### config.mk
export PLATFORM = sky130hd
export DESIGN_NAME = oam_dma_ctrl_flat
export DESIGN_NICKNAME = d
export VERILOG_FILES = /design/src/rtl/oam_dma_ctrl_if.sv /design/src/rtl/oam_dma_ctrl.sv /design/src/flat_wrapper.sv
export SDC_FILE = /design/constraint.sdc
export NUM_CORES = 1
export LEC_CHECK = 0
export ABC_CLOCK_PERIOD_IN_PS = 2100
export BUFFER_PORTS_ARGS = -buffer_cell sky130_fd_sc_hd__buf_4
export CAP_MARGIN = 20
export CORE_MARGIN = 2
export CORE_UTILIZATION = 50
export CTS_BUF_LIST = sky130_fd_sc_hd__clkbuf_8
export DETAILED_ROUTE_END_ITERATION = 10
export PLACE_DENSITY_LB_ADDON = 0.05
export SYNTH_ARGS = -nofsm -noshare
export SYNTH_HDL_FRONTEND = slang
export SYNTH_SLANG_ARGS = --single-unit
export TNS_END_PERCENT = 100
### constraint.sdc
create_clock -name clk -period 2.1 [get_ports clk]
set_input_delay 0.42 -clock clk [delete_from_list [all_inputs] [get_ports clk]]
set_output_delay 0.42 -clock clk [all_outputs]
set_load 0.02 [all_outputs]
### src/rtl/oam_dma_ctrl_if.sv
// oam_dma_ctrl_if: CPU-side and memory-side bus bundle around the OAM DMA controller
interface oam_dma_ctrl_if #(
   parameter int ADDR_WIDTH = 16,
   parameter int DATA_WIDTH = 8
);
   logic [ADDR_WIDTH-1:0] cpu_addr;
   logic [DATA_WIDTH-1:0] cpu_wdata;
   logic                  cpu_wr_en;
   logic                  cpu_rd_en;
   logic [DATA_WIDTH-1:0] cpu_rdata;
   logic [ADDR_WIDTH-1:0] mem_addr;
   logic [DATA_WIDTH-1:0] mem_wdata;
   logic                  mem_wr_en;
   logic                  mem_rd_en;
   logic [DATA_WIDTH-1:0] mem_rdata;
   logic                  dma_busy;
   modport master (
      input  cpu_addr, cpu_wdata, cpu_wr_en, cpu_rd_en, mem_rdata,
      output cpu_rdata, mem_addr, mem_wdata, mem_wr_en, mem_rd_en, dma_busy
   );
   modport slave (
      output cpu_addr, cpu_wdata, cpu_wr_en, cpu_rd_en, mem_rdata,
      input  cpu_rdata, mem_addr, mem_wdata, mem_wr_en, mem_rd_en, dma_busy
   );
endinterface

### src/rtl/oam_dma_ctrl.sv
// oam_dma_ctrl: muxes the CPU bus and a page-to-OAM DMA engine onto the single memory port
module oam_dma_ctrl #(
   parameter int                    ADDR_WIDTH   = 16,
   parameter int                    DATA_WIDTH   = 8,
   parameter logic [ADDR_WIDTH-1:0] DMA_REG_ADDR = 16'hFF46,
   parameter logic [ADDR_WIDTH-1:0] OAM_BASE     = 16'hFE00,
   parameter int                    XFER_LEN     = 160,
   parameter logic [ADDR_WIDTH-1:0] HRAM_BASE    = 16'hFF80
) (
   input  logic           clk,
   input  logic           rst,
   oam_dma_ctrl_if.master bus
);
   typedef enum logic [1:0] {IDLE, START, READ, WRITE} state_t;
   state_t     state, state_nxt;
   logic [7:0] src_hi, idx, byte_buf, page;
   logic       reg_wr, reg_rd, last, busy;
   // The register must not be shadowed by the external HRAM path while busy
   if (DMA_REG_ADDR >= HRAM_BASE) begin : g_reg_check
      $error("DMA register must sit below HRAM_BASE");
   end
   assign reg_wr = bus.cpu_wr_en && bus.cpu_addr == DMA_REG_ADDR;
   assign reg_rd = bus.cpu_rd_en && bus.cpu_addr == DMA_REG_ADDR;
   assign last   = idx == 8'(XFER_LEN - 1);
   assign page   = src_hi <= 8'hDF ? src_hi : src_hi & 8'hDF;
   always_ff @(posedge clk) begin
      if (rst) begin
         state    <= IDLE;
         src_hi   <= 8'h00;
         idx      <= 8'h00;
         byte_buf <= 8'h00;
      end else begin
         state <= state_nxt;
         if (state == READ) byte_buf <= 8'(bus.mem_rdata);
         if (reg_wr) begin
            src_hi <= 8'(bus.cpu_wdata);
            idx    <= 8'h00;
         end else if (state == WRITE) idx <= last ? 8'h00 : idx + 8'h01;
      end
   end
   always_comb begin
      state_nxt = reg_wr ? START : state == START ? READ : state == READ ? WRITE :
                  (state == WRITE && !last) ? READ : IDLE;
   end
   // Outputs are forced to their reset values while rst is held so an aborted copy writes nothing more
   always_comb begin
      busy          = state != IDLE;
      bus.dma_busy  = !rst && busy;
      bus.mem_addr  = rst ? '0 : state == READ ? ADDR_WIDTH'({page, idx}) :
                      state == WRITE ? OAM_BASE + ADDR_WIDTH'(idx) : busy ? '0 : bus.cpu_addr;
      bus.mem_wdata = rst ? '0 : state == WRITE ? DATA_WIDTH'(byte_buf) : busy ? '0 : bus.cpu_wdata;
      bus.mem_rd_en = !rst && (state == READ || (!busy && bus.cpu_rd_en));
      bus.mem_wr_en = !rst && (state == WRITE || (!busy && bus.cpu_wr_en && !reg_wr));
      bus.cpu_rdata = rst ? '0 : reg_rd ? DATA_WIDTH'(src_hi) : busy ? '1 : bus.mem_rdata;
   end
endmodule
### src/flat_wrapper.sv
// flat-port wrapper written by rule: the top's interface ports become plain ports
module oam_dma_ctrl_flat 
#(
   parameter int                    ADDR_WIDTH   = 16,
   parameter int                    DATA_WIDTH   = 8,
   parameter logic [ADDR_WIDTH-1:0] DMA_REG_ADDR = 16'hFF46,
   parameter logic [ADDR_WIDTH-1:0] OAM_BASE     = 16'hFE00,
   parameter int                    XFER_LEN     = 160,
   parameter logic [ADDR_WIDTH-1:0] HRAM_BASE    = 16'hFF80
)
  (clk, rst, bus_cpu_addr, bus_cpu_wdata, bus_cpu_wr_en, bus_cpu_rd_en, bus_mem_rdata, bus_cpu_rdata, bus_mem_addr, bus_mem_wdata, bus_mem_wr_en, bus_mem_rd_en, bus_dma_busy);
  oam_dma_ctrl_if #(.ADDR_WIDTH(ADDR_WIDTH), .DATA_WIDTH(DATA_WIDTH)) bus_i ();
  input  logic clk;
  input  logic rst;
  input wire logic [$bits(bus_i.cpu_addr)-1:0] bus_cpu_addr;
  input wire logic [$bits(bus_i.cpu_wdata)-1:0] bus_cpu_wdata;
  input wire logic [$bits(bus_i.cpu_wr_en)-1:0] bus_cpu_wr_en;
  input wire logic [$bits(bus_i.cpu_rd_en)-1:0] bus_cpu_rd_en;
  input wire logic [$bits(bus_i.mem_rdata)-1:0] bus_mem_rdata;
  output wire logic [$bits(bus_i.cpu_rdata)-1:0] bus_cpu_rdata;
  output wire logic [$bits(bus_i.mem_addr)-1:0] bus_mem_addr;
  output wire logic [$bits(bus_i.mem_wdata)-1:0] bus_mem_wdata;
  output wire logic [$bits(bus_i.mem_wr_en)-1:0] bus_mem_wr_en;
  output wire logic [$bits(bus_i.mem_rd_en)-1:0] bus_mem_rd_en;
  output wire logic [$bits(bus_i.dma_busy)-1:0] bus_dma_busy;
  assign bus_i.cpu_addr = bus_cpu_addr;
  assign bus_i.cpu_wdata = bus_cpu_wdata;
  assign bus_i.cpu_wr_en = bus_cpu_wr_en;
  assign bus_i.cpu_rd_en = bus_cpu_rd_en;
  assign bus_i.mem_rdata = bus_mem_rdata;
  assign bus_cpu_rdata = bus_i.cpu_rdata;
  assign bus_mem_addr = bus_i.mem_addr;
  assign bus_mem_wdata = bus_i.mem_wdata;
  assign bus_mem_wr_en = bus_i.mem_wr_en;
  assign bus_mem_rd_en = bus_i.mem_rd_en;
  assign bus_dma_busy = bus_i.dma_busy;
  oam_dma_ctrl #(.ADDR_WIDTH(ADDR_WIDTH), .DATA_WIDTH(DATA_WIDTH), .DMA_REG_ADDR(DMA_REG_ADDR), .OAM_BASE(OAM_BASE), .XFER_LEN(XFER_LEN), .HRAM_BASE(HRAM_BASE)) u_core (.clk(clk), .rst(rst), .bus(bus_i));
endmodule
==> results of run 1 <==
## what timing repair did
item | in CTS | in global routing
hold buffers | 0 | 0
gates resized for setup | 2 | 5
setup endpoints to repair | 4 | 9
setup buffers | 2 | 0
## power groups by stage
stage | Sequential (mW) | Combinational (mW) | Clock, mW
6_report | 0.493 | 0.252 | 0.330
5_1_grt | 0.493 | 0.272 | 0.353
4_1_cts | 0.493 | 0.249 | 0.334
3_5_place_dp | 0.504 | 0.248 | 0
3_3_place_gp | 0.504 | 0.247 | 0
2_1_floorplan | 0.504 | 0.116 | 0
## stage by stage
stage	util	cells
after floorplan	-	232
after global placement	0.6890	338
after detailed placement	0.6890	338
after CTS	0.7120	344
after global routing	0.7188	344
final	0.7188	344
## layer usage
| layer | vias to the layer above | GRT usage | part of all wire |
|---|---|---|---|
| li1 | 967 | - | - |
| met1 | 893 | 0.4082 | 0.49 |
| met2 | 85 | 0.3818 | 0.43 |
| met3 | 4 | 0.03442 | 0.071 |
| met4 | 0 | 0.05278 | 0.0073 |
| met5 | - | 0 | 0 |
## cell type report
cell class	instances	area, sq um	area share
inverters	2	7.507	0.003155
flip-flops and latches	26	520.5	0.2187
well taps	46	57.56	0.02419
repair buffers	84	654.4	0.2750
clock buffers	4	55.05	0.02313
multi-input cells	182	1085	0.4558
## cells by family (layout without fill, tap and decap cells)
group / after synthesis / after routing / synth area share
xor+xnor: 5 / 5 / 0.02572
compound gates: 66 / 66 / 0.2322
flops: 26 / 26 / 0.3057
buf+inv: 24 / 90 / 0.06760
fa+ha+maj: 1 / 1 / 0.007346
mux: 2 / 2 / 0.01176
simple gates: 108 / 108 / 0.3498
## placed cells by master (no fill, tap or decap), drive strengths merged, types with 3 or more instances in the layout
cell type / synthesis / final
buf: 6 / 84
nand2: 30 / 30
clkbuf: 16 / 4
nand4: 3 / 3
nor3: 9 / 9
nand4bb: 3 / 3
nand3: 10 / 10
nor2: 30 / 30
a21oi: 26 / 26
xor2: 3 / 3
a22oi: 16 / 16
nand4b: 9 / 9
o31ai: 8 / 8
o21ai: 14 / 14
and2: 3 / 3
nor4: 4 / 4
dfxtp: 26 / 26
## critical path, cell delays in order
cell	delay, ps
buf_6	90
nand4bb_4	230
nor4_4	320
buf_6	180
nand4b_1	120
o31ai_1	100
buf_4	190
## worst paths after layout
check,endpoint,slack (ps),depth (start not counted)
worst max-delay path,bus_cpu_rdata[7],30,7
worst max register to register,u_core.idx[5],480,5
worst min-delay path,u_core.byte_buf[0],390,3
worst min register to register,u_core.byte_buf[6],460,2
## state kept, by name (all words and copies together) (netlist names)
| name | cells |
|---|---|
| u_core.idx | 8 |
| u_core.src_hi | 8 |
| u_core.byte_buf | 8 |
| u_core.state | 2 |
==> metrics.md, run 1 <==
| Metric | Value |
|---|---|
| Status | `completed` |
| Nets | `336` |
| Vias in the first global route | `1771` |
| Diodes inserted | `0` |
| Largest net degree at the start of global routing | `33` |
| Lkg Pwr | `0.9927 nW` |
| Gate power share | `0.234` |
| Crit path time final | `2072 ps` |
| Port bufs | `70` |
| Launch point of the worst path | `bus_cpu_addr[4]` |
| Final Hold Vio Count | `0` |
| Fin Hold WS | `393.4 ps` |
| Synth Instances | `232` |
| Worst path arrival time | `1650 ps` |
| Crit end category | `output pin` |
| Setup TNS | `0 ps` |
| Final setup violation count | `0` |
| Setup CP Type | `input pin to output pin` |
| Slew margin rel. | `0.5604` |
| Worst Tran Pin Value | `658.1 ps` |
| Yosys Warn Count | `0` |
| Startpoint Class | `input pin` |
| Global-route wire length before repair | `8404 um` |
| Pwr per Cell Area | `451.8 mW/mm^2` |
| Total power | `1.075 mW` |
| Worst Hold Class | `input pin to flop` |
| Worst Skew | `6.211 ps` |
| GRT overflow | `0` |
| Final-report max-slew violation count | `0` |
| Net load switching power | `293.8 uW` |
| DR iter-0 viols | `157` |
| Mean Syn Cell Area | `7.340 sq um` |
| Hold path start | `bus_mem_rdata[0]` |
| CP max FO | `11` |
| Maximum VDD drop | `0.3491 mV` |
| Via/cell ratio | `5.666` |
| Die height | `62.36 um` |
| H-tree depth | `1` |
| Root Buffer | `clkbuf_8` |
| Fraction of registers with async set/reset | `0` |
| Dpl ws | `-5.362 ps` |
| Gr usage total | `0.2610` |
| Design Area, Final | `0.002380 sq mm` |
| Seq pwr share | `0.458` |
| Top cells by count, synth | `30 x nand2_1, 30 x nor2_1, 26 x a21oi_1, 26 x dfxtp_1, 16 x a22oi_1` |
| Share of the synthesized area in the top cell type | `0.3057` |
| Fraction of layout cells with a size suffix above 1 | `0.3289` |
| Worst EP required | `1680 ps` |
| Maxcap violations | `0` |
| Initial Util | `0.5144` |
| Library cells used by synthesis | `38` |
| WL final | `4943 um` |
| DRC viols | `0` |
| Main synth FF type | `dfxtp_1` |
| Fill cell count | `303` |
| Wire length per cell | `14.37 um` |
| Post-synth top area cell | `dfxtp_1` |
| Synthesis-to-layout area growth | `39.75%` |
| Clk sinks | `26` |
| Initial antenna violation count | `0` |
| Boundary Pins | `71` |
| CTS tree | `yes` |
| Vias | `1949` |
| Antenna viol nets, final | `0` |
| Register bit total from synthesis | `26` |
| DP HPWL | `3664 um` |
| Synth Cell Area | `0.001703 sq mm` |
| Final WS setup | `27.94 ps` |
| Longest Clk Path Bufs | `2` |
| CORE AREA | `0.003311 sq mm` |
| RSZ-0062 raised after global routing | `true` |
| Max Freq | `0.4826 GHz` |
| Register area share after synthesis | `0.3057` |
| Int Power | `781.3 uW` |
| Number of synthesized flops with an enable pin | `0` |
| Latest clock arrival within the worst-skew pair | `270 ps` |
| Die area | `0.003889 sq mm` |
| Row cnt | `21` |
| Post-route clock period utilization | `0.9867` |
| Inserted Clock Buffers | `3` |
| Clock network fraction of design power | `0.307` |
| Final GP Congestion | `0.8253` |
| FF-to-FF Start | `u_core.state[1]` |
| Cell Area, Placed | `0.002281 sq mm` |
| Post-synth net total | `269` |
| Pre-antenna DRT Iters | `4` |
| Worst-path clk slew | `100 ps` |
| Die X | `62.36 um` |
| Sw frac | `0.2732` |
| Synth area leaders | `dfxtp_1 31%, a21oi_1 7.6%, a22oi_1 7.1%, nand2_1 6.6%, nor2_1 6.6%` |
Power figures use the tool's default switching activity.
==> run 2, diff against run 1 <==
BUFFER_PORTS_ARGS = default   (was -buffer_cell sky130_fd_sc_hd__buf_4)
DONT_BUFFER_PORTS = 1   (was default)
RECOVER_POWER = 100   (was default)
==> metrics.md, run 2 (synthesis gave the netlist of run 1 again) <==
| Metric | Value |
|---|---|
| Initial antenna violation count | `0 (unchanged)` |
| Fin Hold WS | `217.3 ps (-176.1 ps)` |
| Final setup violation count | `0 (unchanged)` |
| Nets | `300 (-11%)` |
| Startpoint Class | `input pin` |
| Fraction of layout cells with a size suffix above 1 | `0.2290 (-0.09985)` |
| Maxcap violations | `0 (unchanged)` |
| Die X | `62.36 um (unchanged)` |
| Diodes inserted | `0 (unchanged)` |
| R2R setup slack | `470 ps (about the same)` |
| Status | `completed` |
| Worst Hold Class | `input pin to flop` |
| Vias | `1827 (-6.3%)` |
| Boundary Pins | `71 (unchanged)` |
| Global-route wire length before repair | `8010 um (-4.7%)` |
| Synthesis-to-layout area growth | `21.90%` |
| Final Non-Filler Cells | `308 (-10%)` |
| Pwr per Cell Area | `470.2 mW/mm^2 (+4.1%)` |
| Port bufs | `0 (-100%)` |
| Total power | `975.9 uW (-9.2%)` |
| Via/cell ratio | `5.932 (+4.7%)` |
| DP HPWL | `3596 um (-1.9%)` |
| Inserted Clock Buffers | `3 (unchanged)` |
| Crit path max-delay cell type | `nor4_4` |
| Post-route clock period utilization | `0.9678 (-0.01887)` |
| Buf+Inv Stages, Crit Path | `1 (-2)` |
| Worst Tran Pin Value | `585.7 ps (-72.37 ps)` |
| Commonest non-fill, non-tap cell in the layout | `buf_4` |
| CP max FO | `8 (-3)` |
| Vias in the first global route | `1655 (-6.5%)` |
| Die area | `0.003889 sq mm (unchanged)` |
| Longest Clk Path Bufs | `2 (unchanged)` |
| Latest clock arrival within the worst-skew pair | `270 ps (about the same)` |
| Max Freq | `0.4920 GHz (+1.9%)` |
| CTS tree | `yes` |
| DRC viols | `0 (unchanged)` |
| Most frequent cells in the layout | `46 x buf_4, 30 x nor2_1, 30 x nand2_1` |
| WL final | `4965 um (+0.45%)` |
| Cell family with most CP delay | `simple AND/OR/NAND/NOR gates` |
| Placed cell count | `298 (-12%)` |
| Setup CP Type | `input pin to output pin` |
| Worst EP required | `1680 ps (about the same)` |
| Crit path time final | `2032 ps (-39.62 ps)` |
| Initial Util | `0.5144 (unchanged)` |
| Biggest regs | `u_core.byte_buf x8, u_core.idx x8, u_core.src_hi x8` |
| Worst path arrival time | `1610 ps (-40 ps)` |
| Pre-antenna DRT Iters | `4 (unchanged)` |
| GRT overflow | `0 (unchanged)` |
| Root Buffer | `clkbuf_8` |
| Slew margin rel. | `0.6087 (+0.04835)` |
| Worst-path clk slew | `90 ps (about the same)` |
| Antenna viol nets, final | `0 (unchanged)` |
| Row cnt | `21 (unchanged)` |
| Worst Skew | `3.146 ps (-3.065 ps)` |
| Final-report max-slew violation count | `0 (unchanged)` |
| Gr usage total | `0.2516 (-0.009318)` |
| Wire length per cell | `16.12 um (+12%)` |
| CP max stage delay | `370 ps (+50 ps)` |
| Maximum VDD drop | `0.3260 mV (-6.6%)` |
| Hold-fix buffers at CTS | `0 (unchanged)` |
| Final GP Congestion | `0.8273 (+0.24%)` |
| Setup TNS | `0 ps (unchanged)` |
| CORE AREA | `0.003311 sq mm (unchanged)` |
| Final Hold Vio Count | `0 (unchanged)` |
| DR iter-0 viols | `145 (-7.6%)` |
| H-tree depth | `1 (unchanged)` |
| Clk sinks | `26 (unchanged)` |
| Crit-path cells | `nand4bb_4 -> nor4_4 -> and2_2 -> o31ai_1 -> buf_4` |
| Lkg Pwr | `0.8088 nW (-19%)` |
| Die height | `62.36 um (unchanged)` |
| Crit end category | `output pin` |
| Largest net degree at the start of global routing | `70 (+110%)` |
[run 2: what timing repair did]
action,in CTS,in global routing
buffers inserted,0,5
resized for setup,0,3
setup endpoints to repair,0,8
[run 2: final timing paths]
check,startpoint,to,cells after the start
hold reg to reg,u_core.byte_buf[5],u_core.byte_buf[5],2
setup reg to reg,u_core.state[1],u_core.idx[5],5
setup / recovery,bus_cpu_addr[4],bus_cpu_rdata[2],5
hold / removal,rst,u_core.idx[0],1
[run 2: final cells by class]
| cell class | instances | area, sq um |
|---|---|---|
| flip-flops and latches | 26 | 520.5 |
| well taps | 46 | 57.56 |
| multi-input cells | 182 | 1074 |
| clock buffers | 4 | 55.05 |
| inverters | 2 | 7.507 |
| fillers | 322 | 1235 |
| repair buffers | 48 | 361.6 |
[run 2: report_power, final]
| group | switching (mW) | total (mW) | internal [mW] |
|---|---|---|---|
| Clock | 0.159 | 0.326 | 0.168 |
| Combinational | 0.0829 | 0.157 | 0.0742 |
| Sequential | 0.00000590 | 0.493 | 0.493 |
[run 2: worst reg2reg max path, stage by stage (launching register included)]
cell and delay [ps]:
dfxtp_1 380, buf_4 250, and4_1 270, nand4_1 120, or3_1 320, a211oi_1 220
[run 2: layer usage]
| metal | wire (um) | vias up | track usage |
|---|---|---|---|
| met5 | 0 | - | 0 |
| met4 | 25 | 0 | 0.05000 |
| met3 | 511 | 4 | 0.06159 |
| met2 | 2258 | 99 | 0.3859 |
| met1 | 2170 | 827 | 0.3618 |
| li1 | - | 897 | - |
[run 2: stage by stage]
step / worst slack [ps] / instance area [sq um] / utilization
global route: -14.47 / 2076 / 0.6270
global placement: 85.59 / 1968 / 0.5945
finish: 67.56 / 2076 / 0.6270
detailed placement: 48.56 / 1968 / 0.5945
floorplan: 114.2 / 1703 / -
CTS: 35.99 / 2023 / 0.6111
